<file path="config.mk">
export PLATFORM = sky130hd
export DESIGN_NAME = optical_ook_receiver
export DESIGN_NICKNAME = d
export VERILOG_FILES = /design/src/rtl/optical_ook_receiver.sv
export SDC_FILE = /design/constraint.sdc
export NUM_CORES = 1
export LEC_CHECK = 0
export CELL_PAD_IN_SITES_DETAIL_PLACEMENT = 0
export CELL_PAD_IN_SITES_GLOBAL_PLACEMENT = 2
export CORE_UTILIZATION = 37
export CTS_CLUSTER_DIAMETER = 30
export DETAILED_ROUTE_END_ITERATION = 12
export GPL_ROUTABILITY_DRIVEN = 0
export PLACE_DENSITY = 0.82
export SLEW_MARGIN = 30
export SYNTH_ARGS = -nofsm -noshare
export SYNTH_HDL_FRONTEND = slang
export SYNTH_SLANG_ARGS = --single-unit
</file>
<file path="constraint.sdc">
create_clock -name clk -period 2.5 [get_ports clk]
set_input_delay 0.75 -clock clk [delete_from_list [all_inputs] [get_ports clk]]
set_output_delay 0.75 -clock clk [all_outputs]
set_load 0.1 [all_outputs]
</file>
<file path="src/rtl/optical_ook_receiver.sv">
// OOK optical receiver: synchronizes the detector line, 3-sample majority votes each bit,
// frames start/data/stop into a parallel word and hands it off over valid/ready.
module optical_ook_receiver #(
  parameter int OVERSAMPLE  = 8,
  parameter int DATA_W      = 8,
  parameter int SYNC_STAGES = 2
) (
  input  logic              clk,
  input  logic              rst,
  input  logic              opt_in,
  output logic [DATA_W-1:0] rx_data,
  output logic              rx_valid,
  input  logic              rx_ready,
  output logic              frame_err,
  output logic              overrun,
  output logic              busy
);
  localparam int PH_W = $clog2(OVERSAMPLE);
  localparam int BC_W = $clog2(DATA_W + 1);
  localparam logic [PH_W-1:0] PH_HALF = PH_W'(OVERSAMPLE / 2 - 1);
  localparam logic [PH_W-1:0] PH_LAST = PH_W'(OVERSAMPLE - 1);
  localparam logic [BC_W-1:0] BC_LAST = BC_W'(DATA_W - 1);

  typedef enum logic [1:0] {IDLE, START, DATA, STOP} state_t;

  state_t                   state, state_next;
  logic [SYNC_STAGES-1:0]   sync;
  logic [1:0]               dly;
  logic [PH_W-1:0]          phase;
  logic [BC_W-1:0]          bit_cnt;
  logic [DATA_W-1:0]        sh, sh_next;
  logic                     s, v, s_rise;
  logic                     shift_en, phase_clr, done_ok, frame_bad;

  assign s      = sync[SYNC_STAGES-1];
  assign s_rise = s & ~dly[0];
  assign v      = (s & dly[0]) | (s & dly[1]) | (dly[0] & dly[1]);
  assign busy   = (state != IDLE);

  // New bit enters at the MSB so the first data bit ends up in the LSB.
  always_comb begin
    sh_next = sh >> 1;
    sh_next[DATA_W-1] = v;
  end

  always_comb begin
    state_next = state;
    shift_en   = 1'b0;
    phase_clr  = 1'b0;
    done_ok    = 1'b0;
    frame_bad  = 1'b0;
    case (state)
      IDLE:  if (s_rise) begin
               state_next = START;
               phase_clr  = 1'b1;
             end
      START: if (phase == PH_HALF) begin
               phase_clr  = 1'b1;
               state_next = v ? DATA : IDLE;
             end
      DATA:  if (phase == PH_LAST) begin
               shift_en  = 1'b1;
               phase_clr = 1'b1;
               if (bit_cnt == BC_LAST) state_next = STOP;
             end
      STOP:  if (phase == PH_LAST) begin
               phase_clr  = 1'b1;
               state_next = IDLE;
               frame_bad  = v;
               done_ok    = ~v;
             end
      default: state_next = IDLE;
    endcase
  end

  always_ff @(posedge clk) begin
    if (rst) begin
      state     <= IDLE;
      sync      <= '0;
      dly       <= '0;
      phase     <= '0;
      bit_cnt   <= '0;
      sh        <= '0;
      rx_data   <= '0;
      rx_valid  <= 1'b0;
      frame_err <= 1'b0;
      overrun   <= 1'b0;
    end else begin
      state <= state_next;
      sync  <= {sync[SYNC_STAGES-2:0], opt_in};
      dly   <= {dly[0], s};
      phase <= (phase_clr || state == IDLE) ? '0 : phase + 1'b1;
      if (state == IDLE)  bit_cnt <= '0;
      else if (shift_en)  bit_cnt <= bit_cnt + 1'b1;
      if (shift_en) sh <= sh_next;
      frame_err <= frame_bad;
      overrun   <= done_ok & rx_valid & ~rx_ready;
      // A word landing on an unaccepted one is dropped; landing on an accept cycle replaces it.
      if (done_ok && !(rx_valid && !rx_ready)) begin
        rx_data  <= sh;
        rx_valid <= 1'b1;
      end else if (rx_valid && rx_ready) begin
        rx_valid <= 1'b0;
      end
    end
  end
endmodule

</file>
Word-level counts from Yosys, hierarchy flattened:

Index checks and enable logic that the tools add are counted.
W data, S select, Z words.

* register bits after elaboration: 32
* output and inout port bits: 12

* equality and inequality tests: 11
* add/sub/neg operators: 2
* reduce and logical (&&, ||, !) cells: 14
* mux-type cells: 16
* bitwise operators: 13

Operators with widths (number)
* $mux W2: 6
* $ne A2 B2 Y1 const B: 5
* $mux W1: 8
* $pmux W2 S4: 1
* $and A1 B1 Y1: 6
* $reduce_or A2 Y1: 3
* $not A1 Y1: 5
* $reduce_and A5 Y1: 1
* $add A4 B1 Y4 const B: 1
* $eq A2 B2 Y1 const B: 2
* $eq A4 B3 Y1 const B: 1
* $reduce_bool A2 Y1: 2
* $add A3 B1 Y3 const B: 1
* $eq A3 B2 Y1 const B: 1
* $eq A3 B3 Y1 const B: 1
* $logic_and A1 B1 Y1: 3
* $pmux W1 S3: 1
* $reduce_or A3 Y1: 1
* $eq A2 B1 Y1 const B: 1
* $logic_not A1 Y1: 2
* $logic_not A2 Y1: 1
* $or A1 B1 Y1: 2
* $logic_or A1 B1 Y1: 1

Longest topological paths before layout:

* depth in word-level cells: 8
* depth in mapped cells: 6
* gate-level depth less buffers: 5

Least setup slack after synthesis:

No wires, ideal clock.

* kind: reg-to-output
* start point: reg state[0]
* end point: out busy
* path buffers: 1
* stages on the path, launching flop included: 3
* data arrival time: 1.182 ns
* slack: 0.568 ns
* data required time: 1.750 ns
* cells stage by stage: dfxtp_1 -> buf_2 -> or2_1

* word-level cells in the longest chain between the ends: 1

RTL lines
* start, declared: line 26 `state_t state, state_next;`
* start signal, assigned: line 89 `state <= state_next;`
* $reduce_bool A2 Y1: line 38 `assign busy = (state != IDLE);`
* end, declared: line 16 `output logic busy`

Every way passes these cells.

==> impl_metrics.yaml <==
outcome:
  status: "complete, no violations"
timing:
  hold_violations: 0
  rsz0062_at_grt: "false"
  slew_violations: 0
  timing.fmax_mhz: 502
  setup_viol: 0
  finalSetupTns_ns: 0
  fin_worst_skew_ns: 0.00933
  period_share: 0.796
  fin_crit_ns: 1.99
  slew_headroom: 0.800
  worstMarginPinSlew_ns: 0.300
worst_hold_path:
  hp-class: "reg -> reg"
critical_path:
  cp-start-kind: "flop"
  critPathKind: "reg -> out"
  endpoint_kind: "primary output"
  arrival_ns: 1.24
  regToRegSetupSlack_ns: 0.72
  worstPathRequired_ns: 1.75
  cp_max_fo: 10
synth:
  synth_top_family_by_area: "simple AND/OR/NAND/NOR gates"
  yosysTopAreaCellShare: 0.484
  synthSimpleGateAreaFrac: 0.251
  syn_area_mm2: 0.00132
  synthAdderAreaFrac: 0.0558
  synth_seq_cells: 32
  synth.avg_cell_area_um2: 10.2
  async_reset_ff_frac: 0
  synth_compound_area_frac: 0.0274
  synth_edf_count: 0
  synth_nets: 139
  synth_cells: 130
  ys_seq_area_frac: 0.484
  yosys.cell_types.count: 29
  synthMuxAreaShare: 0.129
  synth_ff_type: "dfxtp_1"
  yosys_warnings: 0
  synth.area.top_cells: "dfxtp_1 48%, mux2i_1 13%, nand2b_1 9.0%"
  synth_xor_area_frac: 0.0132
  synth_top_area_cell: "dfxtp_1"
die:
  initial_core_util: 0.391
  rows: 21
  io_pins: 16
  core_mm2: 0.00339
  dieWidth_um: 61.8
  dieArea_mm2: 0.00382
  dieHeight_um: 61.8
route:
  routed_wl_mm: 2.16
  num_vias: 901
  ant_nets: 0
  vias_per_cell: 4.60
  drt-initial-drc-count: 22
  post_drt_wl_per_cell_um: 11.0
  dr.pass1.iters: 4
  drc: 0
place:
  dpl.hpwl_mm: 1.53
  placed_cells: 188
  portBuffers: 15
cts:
  cts_sinks: 32
  cts_tree: "yes"
  cts_root_buf: "clkbuf_4"
  clkSlewWorstSetupHoldPaths_ns: 0.10
  clk_latency_ns: 0.33
  cts_resized: 0
  cts_inserted_buffers: 5
  ctsLongestPathBuffers: 2
  htreeDepth: 2
  postCtsHoldBufs: 0
  post-cts-setup-buffer-count: 0
finish:
  antenna_cells: 0
  layout-drive-gt1-share: 0.187
  syn_to_final_growth_pct: 20.7
  layout_common_cells: "32 x dfxtp_1, 19 x nand2b_1, 17 x mux2i_1, 15 x nor2_1, 15 x buf_4"
  fin_nets: 158
  layout_commonest_cell: "dfxtp_1"
  fin_cells: 196
global_routing:
  track_usage: 0.132
  antenna_found_initial: 0
  grt_max_degree: 28
  grt_pass1_wl_mm: 3.62
  grt.overflow.total: 0
  grt_pass1_vias: 823
power_and_ir_drop:
  peakVddDrop_uv: 382
  p_leak_nw: 0.664
  power_density_mw_per_mm2: 622
flow_run:
  max-cap-violations: 0
-- logic make-up (layout without fill, tap and decap cells) --
kind of cell    count (synthesis)  in the layout
compound gates                  6              6
xor+xnor                        2              2
fa+ha+maj                       6              6
buf+inv                        10             30
flops                          32             32
mux                            17             17
simple gates                   57             57
-- per-layer routing --
layer | global-route usage | vias up | share of wire
met2 | 0.195 | 16 | 0.44
li1 | - | 473 | -
met4 | 0.0476 | 0 | 0.012
met1 | 0.169 | 408 | 0.50
met3 | 0.0621 | 4 | 0.048
met5 | 0 | - | 0
-- report_power, final --
part	leakage (nW)	total (W)	internal, W	switching (W)
clock network	0.0515	0.000438	0.000266	0.000173
logic	0.354	0.0000386	0.0000189	0.0000197
registers	0.258	0.000516	0.000513	0.00000341
total	0.664	0.000993	0.000798	0.000196
-- cell type report --
class / count / area [um2]
well taps: 46 / 57.6
repair buffers: 19 / 163
inverters: 3 / 11.3
fillers: 331 / 1790
clock inverters: 1 / 30.0
multi-input cells: 88 / 631
clock buffers: 7 / 65.1
flip-flops and latches: 32 / 641
-- final timing paths --
path,start,end,depth (start not counted)
max,flop,busy,2
min reg2reg,phase[0],phase[0],1
min,phase[0],phase[0],1
max reg2reg,phase[0],bit_cnt[3],6
-- registers in the layout, summed over array words and instances, names as in the netlist, named ones only --
register / cells
state: 1
bit_cnt: 4
sh: 8
dly: 2
frame_err: 1
rx_valid: 1
overrun: 1
sync: 2
phase: 3
rx_data: 8
-- cells in the mapped netlist, types with 3 or more instances --
| cell type | n |
|---|---|
| a21oi_1 | 3 |
| buf_2 | 3 |
| dfxtp_1 | 32 |
| ha_1 | 5 |
| inv_1 | 3 |
| mux2i_1 | 17 |
| nand2b_1 | 19 |
| nor2_1 | 15 |
| nor2b_1 | 5 |
-- worst max-delay path, cell delays in order, from the launching register on --
cell     delay [ns]
dfxtp_1        0.50
or2_1          0.23
buf_12         0.19
-- through the flow --
| step | hold WS [ns] | util | power (W) | setup slack [ns] | area, um2 |
|---|---|---|---|---|---|
| floorplan | 0.399 | - | 0.000553 | 0.568 | 1320 |
| global placement | 0.408 | 0.443 | 0.000567 | 0.552 | 1500 |
| detailed placement | 0.417 | 0.443 | 0.000567 | 0.514 | 1500 |
| CTS | 0.432 | 0.471 | 0.00101 | 0.500 | 1600 |
| global route | 0.451 | 0.471 | 0.00103 | 0.409 | 1600 |
| finish | 0.427 | 0.471 | 0.000993 | 0.509 | 1600 |
(Power assumes the default switching activity.)
